===== src/rtl/ebreak_halt_ctrl.sv =====
// Halt initiator: on ebreak retire (or no-retire watchdog expiry) freeze fetch,
// drain memory traffic, emit a one-cycle is_ebreak strobe, then halt for good.
module ebreak_halt_ctrl #(
  parameter int XLEN       = 64,
  parameter int WDT_CYCLES = 1048576
) (
  input  logic            clk,
  input  logic            rst,
  input  logic            retire_valid,
  input  logic            retire_is_ebreak,
  input  logic [XLEN-1:0] retire_pc,
  input  logic [XLEN-1:0] a0_value,
  input  logic            mem_busy,
  output logic            stall_fetch,
  output logic            is_ebreak,
  output logic            halted,
  output logic            timeout,
  output logic [XLEN-1:0] halt_code,
  output logic [XLEN-1:0] halt_pc,
  output logic [63:0]     cycle_count,
  output logic [63:0]     instret
);

  localparam int WW = (WDT_CYCLES > 0) ? $clog2(WDT_CYCLES + 1) : 1;

  typedef enum logic [1:0] {
    RUN,
    DRAIN,
    SIGNAL,
    HALTED
  } state_t;

  state_t          r_state;
  state_t          w_next;
  logic [WW-1:0]   r_wdt;
  logic [XLEN-1:0] r_last_pc;
  logic [XLEN-1:0] r_code;
  logic [XLEN-1:0] r_pc;
  logic            r_timeout;
  logic [63:0]     r_cyc;
  logic [63:0]     r_ret;

  logic w_ebreak;
  logic w_wdt_exp;
  logic w_wdt_max;

  assign w_ebreak  = retire_valid & retire_is_ebreak;
  // A retire this cycle clears the watchdog, so ebreak always wins a tie.
  assign w_wdt_exp = (WDT_CYCLES != 0) && !retire_valid &&
                     (r_wdt == WW'(WDT_CYCLES - 1));
  assign w_wdt_max = (r_wdt == WW'(WDT_CYCLES));

  always_comb begin
    w_next = r_state;
    unique case (r_state)
      RUN:     if (w_ebreak || w_wdt_exp) w_next = DRAIN;
      DRAIN:   if (!mem_busy) w_next = SIGNAL;
      SIGNAL:  w_next = HALTED;
      HALTED:  w_next = HALTED;
      default: w_next = RUN;
    endcase
  end

  always_ff @(posedge clk or posedge rst) begin
    if (rst) r_state <= RUN;
    else     r_state <= w_next;
  end

  always_ff @(posedge clk or posedge rst) begin
    if (rst) begin
      r_wdt     <= '0;
      r_last_pc <= '0;
      r_code    <= '0;
      r_pc      <= '0;
      r_timeout <= 1'b0;
      r_cyc     <= '0;
      r_ret     <= '0;
    end else begin
      unique case (r_state)
        RUN: begin
          r_cyc <= r_cyc + 64'd1;
          if (retire_valid) begin
            r_ret     <= r_ret + 64'd1;
            r_last_pc <= retire_pc;
            r_wdt     <= '0;
          end else if (!w_wdt_max) begin
            r_wdt <= r_wdt + WW'(1);
          end
          if (w_ebreak) begin
            r_pc   <= retire_pc;
            r_code <= a0_value;
          end else if (w_wdt_exp) begin
            r_pc      <= r_last_pc;
            r_code    <= '1;
            r_timeout <= 1'b1;
          end
        end
        DRAIN:   r_cyc <= r_cyc + 64'd1;
        default: ;
      endcase
    end
  end

  assign stall_fetch = (r_state != RUN);
  assign is_ebreak   = (r_state == SIGNAL);
  assign halted      = (r_state == HALTED);
  assign timeout     = r_timeout;
  assign halt_code   = r_code;
  assign halt_pc     = r_pc;
  assign cycle_count = r_cyc;
  assign instret     = r_ret;

endmodule


===== config.mk =====
export PLATFORM = sky130hd
export DESIGN_NAME = ebreak_halt_ctrl
export DESIGN_NICKNAME = d
export VERILOG_FILES = /design/src/rtl/ebreak_halt_ctrl.sv
export SDC_FILE = /design/constraint.sdc
export NUM_CORES = 1
export LEC_CHECK = 0
export ABC_AREA = 1
export CAP_MARGIN = 40
export CELL_PAD_IN_SITES_DETAIL_PLACEMENT = 1
export CELL_PAD_IN_SITES_GLOBAL_PLACEMENT = 1
export CORE_MARGIN = 8
export CORE_UTILIZATION = 40
export DETAILED_ROUTE_END_ITERATION = 6
export PLACE_DENSITY_LB_ADDON = 0.1
export SLEW_MARGIN = 10
export SYNTH_ARGS = -nofsm -noshare
export SYNTH_HDL_FRONTEND = slang
export SYNTH_SLANG_ARGS = --single-unit

===== constraint.sdc =====
create_clock -name clk -period 21.6 [get_ports clk]
set_clock_uncertainty 0.15 [all_clocks]
set_input_delay 4.32 -clock clk [delete_from_list [all_inputs] [get_ports clk]]
set_output_delay 4.32 -clock clk [all_outputs]
set_load 0.01 [all_outputs]

==> results_dict.tcl <==
set metrics [dict create \
    nNetsFinal 2778 \
    avgSynthCellArea_um2 7.71 \
    final_hold_viol_count 0 \
    ff2ff_setup_slack_ps 18060 \
    grt_pass1_vias 17700 \
    cts_tree "done" \
    gp_congestion 0.899 \
    synth_compound_area_share_pct 6.53 \
    die_x_um 225 \
    synth-simple-area-share_pct 32.8 \
    io_buffers 392 \
    grt_pass1_wl_um 101000 \
    worstSetupPathType "input pin to register" \
    wl_per_cell_um 19.6 \
    antenna_found_initial 1 \
    netlist_area_um2 17400 \
    cap_viol_max_count 0 \
    seq_power_share_pct 46.5 \
    max_freq_mhz 139 \
    grt_use_total_pct 25.0 \
    multi_input_area_um2 7620 \
    finish.utilization_pct 53.8 \
    crit_fanout 79 \
    min_to "halt_pc[1]" \
    grt_overflow_total 0 \
    synth_xor_area_share_pct 3.87 \
    p_leak_nw 10.7 \
    start_util_pct 40.5 \
    p_int_w 0.00108 \
    synth-seq-cells 344 \
    min_period_ps 7190 \
    dp_hpwl_um 48000 \
    die_h_um 225 \
    coreArea_um2 43100 \
    synthMuxAreaShare_pct 0 \
    post-place-ws_ps 13790 \
    p_comb_share_pct 4.1 \
    syn_nets 2400 \
    setup_viol_count_final 0 \
    clkPwrFrac_pct 49.4 \
    worst_slack_ps 14410 \
    swShare_pct 22.2 \
    clk_pin_slew_ps 60 \
    seqCellArea_um2 8610 \
    cp.required_ps 21930 \
    period_share_pct 33.3 \
    r2r.worst_path.cells 9 \
    p_switching_w 0.000308 \
    crit_chain "clkdlybuf4s50_1, nand2_4, inv_2, nand2_1, nand2_4, buf_4, o21ai_1, nand2_1" \
    clockBufferDepth 3 \
    h-tree-depth 2 \
    synth_top_family_by_area "simple AND/OR/NAND/NOR gates" \
    holdWs_ps 318 \
    cts-root-buf "clkbuf_16" \
    r2r-start "r_state[1]" \
    dp_cells 3183 \
    fill_cells 5225 \
    cp_top_family "buffers and inverters" \
    powerDensity_nw_per_um2 59.9 \
    numCtsBuffers 41 \
    drt_iter0_markers 927 \
    synth_fa_ha_area_share_pct 0.287 \
    cts_sinks 344 \
    clk_latency_ps 560 \
    synth_cell_types 31 \
    antenna_left 0 \
    post_drt_via_cell_ratio 5.07 \
    layout.cells.non_filler 3253 \
    synth-seq-area-share_pct 49.4 \
    status "completed" \
    startpoint_type "input pin" \
    ios 393 \
    report.final.slew_viol_count 0 \
    cpPeakStageDelay_ps 750 \
    drive_above_1_share_pct 7.54 \
    worst_pin_slew_ps 891 \
    arrival_ps 7520 \
    drc 0 \
    die-area_um2 50500 \
    yosysWarnings 0 \
    area_growth_pct 32.8 \
    post_cts_buffers 0 \
    worstReg2RegEnd "halt_code[40]" \
    cts_resized 0 \
    critPathBufInv 3 \
    via_count 16500 \
    hp-start "halt_pc[1]" \
    syn_inst 2263 \
    dr.pass1.iters 5 \
    tns_ps 0 \
    hold_buffers 0 \
    totalWireLength_um 63800 \
    fp-row-count 76 \
    rsz0062_at_grt "no" \
    relSlewSlack_pct 40.6 \
    crit_slowest_cell "buf_4" \
    irDropWorstVdd_mv 0.0521 \
    cp-end-kind "register" \
    grt_max_degree 87 \
    whs_path_depth 2 \
    min_path_type "register to register" \
]
[power groups by stage]
stage	Combinational (W)	Sequential (W)	Clock (W)
2_1_floorplan	0.0000190	0.000657	0
3_3_place_gp	0.0000550	0.000656	0
3_5_place_dp	0.0000580	0.000656	0
4_1_cts	0.0000585	0.000644	0.000701
5_1_grt	0.0000627	0.000644	0.000723
6_report	0.0000570	0.000645	0.000685
[worst max-delay path by stage]
stage,startpoint,end,depth (start not counted)
6_report,retire_valid,halt_code[40],8
2_1_floorplan,rst,cycle_count[0],1
5_1_grt,retire_valid,halt_code[59],8
3_5_place_dp,retire_valid,halt_code[40],8
4_1_cts,retire_valid,halt_code[40],8
3_3_place_gp,retire_valid,halt_code[63],7
[cells by family after synthesis]
kind of cell	after synthesis
buf+inv	272
fa+ha+maj	4
xor+xnor	77
simple gates	1342
flops	344
compound gates	224
[through the flow]
step / total power [W] / area (um2)
3_5_place_dp: 0.000714 / 21900
6_report: 0.00139 / 23200
3_3_place_gp: 0.000711 / 21700
5_1_grt: 0.00143 / 23200
4_1_cts: 0.00140 / 23200
2_1_floorplan: 0.000676 / 17400
[layer usage]
metal | share of wire, % | GRT usage (%) | vias up | wire [um]
li1 | - | - | 7820 | -
met1 | 42 | 30.4 | 8174 | 26700
met2 | 50 | 44.1 | 411 | 31800
met3 | 5.3 | 4.62 | 90 | 3400
met4 | 3.0 | 8.44 | 2 | 1930
met5 | 0.019 | 0 | - | 12
[placed cells by master, fill, tap and decap left out, drive strengths merged]
| cell | n |
|---|---|
| nand4 | 43 |
| dfrtp | 344 |
| clkinv | 8 |
| ha | 4 |
| xnor2 | 40 |
| diode | 1 |
| nand3 | 94 |
| nand3b | 23 |
| a21oi | 1 |
| clkdlybuf4s50 | 392 |
| nor4 | 3 |
| and2 | 3 |
| bufinv | 2 |
| nand2 | 898 |
| or2 | 4 |
| inv | 199 |
| xor2 | 37 |
| clkbuf | 59 |
| nor2 | 260 |
| o21bai | 7 |
| and3 | 1 |
| o21ai | 216 |
| nor3 | 13 |
| buf | 16 |
[registers in the layout, indices dropped and copies added, names as in the netlist]
signal and count:
r_state 2, instret 64, cycle_count 64, timeout 1, halt_pc 64, r_last_pc 64, halt_code 64, r_wdt 21
[layout make-up]
class / count / share of cell area (%)
Multi-Input combinational cell: 1647 / 32.9
Clock buffer: 59 / 5.20
Clock inverter: 10 / 0.432
Timing Repair Buffer: 408 / 17.9
Sequential cell: 344 / 37.2
Antenna cell: 1 / 0.0108
Tap cell: 585 / 3.16
Inverter: 199 / 3.26
[worst register-to-register path: stages, from the launching register on]
cell and delay, ps:
dfrtp_1 370, buf_4 230, nor2_8 240, nand2_4 390, inv_2 310, nand2_1 140, nand2_4 500, buf_4 800
o21ai_1 240, nand2_1 110
[cells in the mapped netlist]
master / instances / area (um2)
xor2_1: 37 / 324
o21bai_1: 7 / 52.6
a21oi_1: 1 / 5.00
and2_1: 3 / 18.8
xnor2_1: 40 / 350
nand3b_1: 23 / 173
nor2_1: 243 / 912
inv_2: 2 / 7.51
inv_1: 197 / 739
buf_4: 3 / 22.5
buf_6: 25 / 282
nand3_2: 1 / 10.0
nand2_1: 802 / 3010
clkbuf_1: 30 / 113
buf_1: 5 / 18.8
o21ai_0: 159 / 796
dfrtp_1: 344 / 8610
or2_2: 4 / 25.0
nand2_2: 96 / 601
nor3_1: 13 / 65.1
nand4_1: 43 / 269
o21ai_1: 57 / 285
ha_1: 4 / 50.1
nand3_1: 93 / 465
and3_1: 1 / 6.26
buf_2: 9 / 45.0
nor2_2: 12 / 75.1
nor4_1: 3 / 18.8
buf_8: 1 / 15.0
nor2_4: 3 / 33.8
nor2_8: 2 / 40.0
No activity file was read; power rests on OpenSTA's default activity.
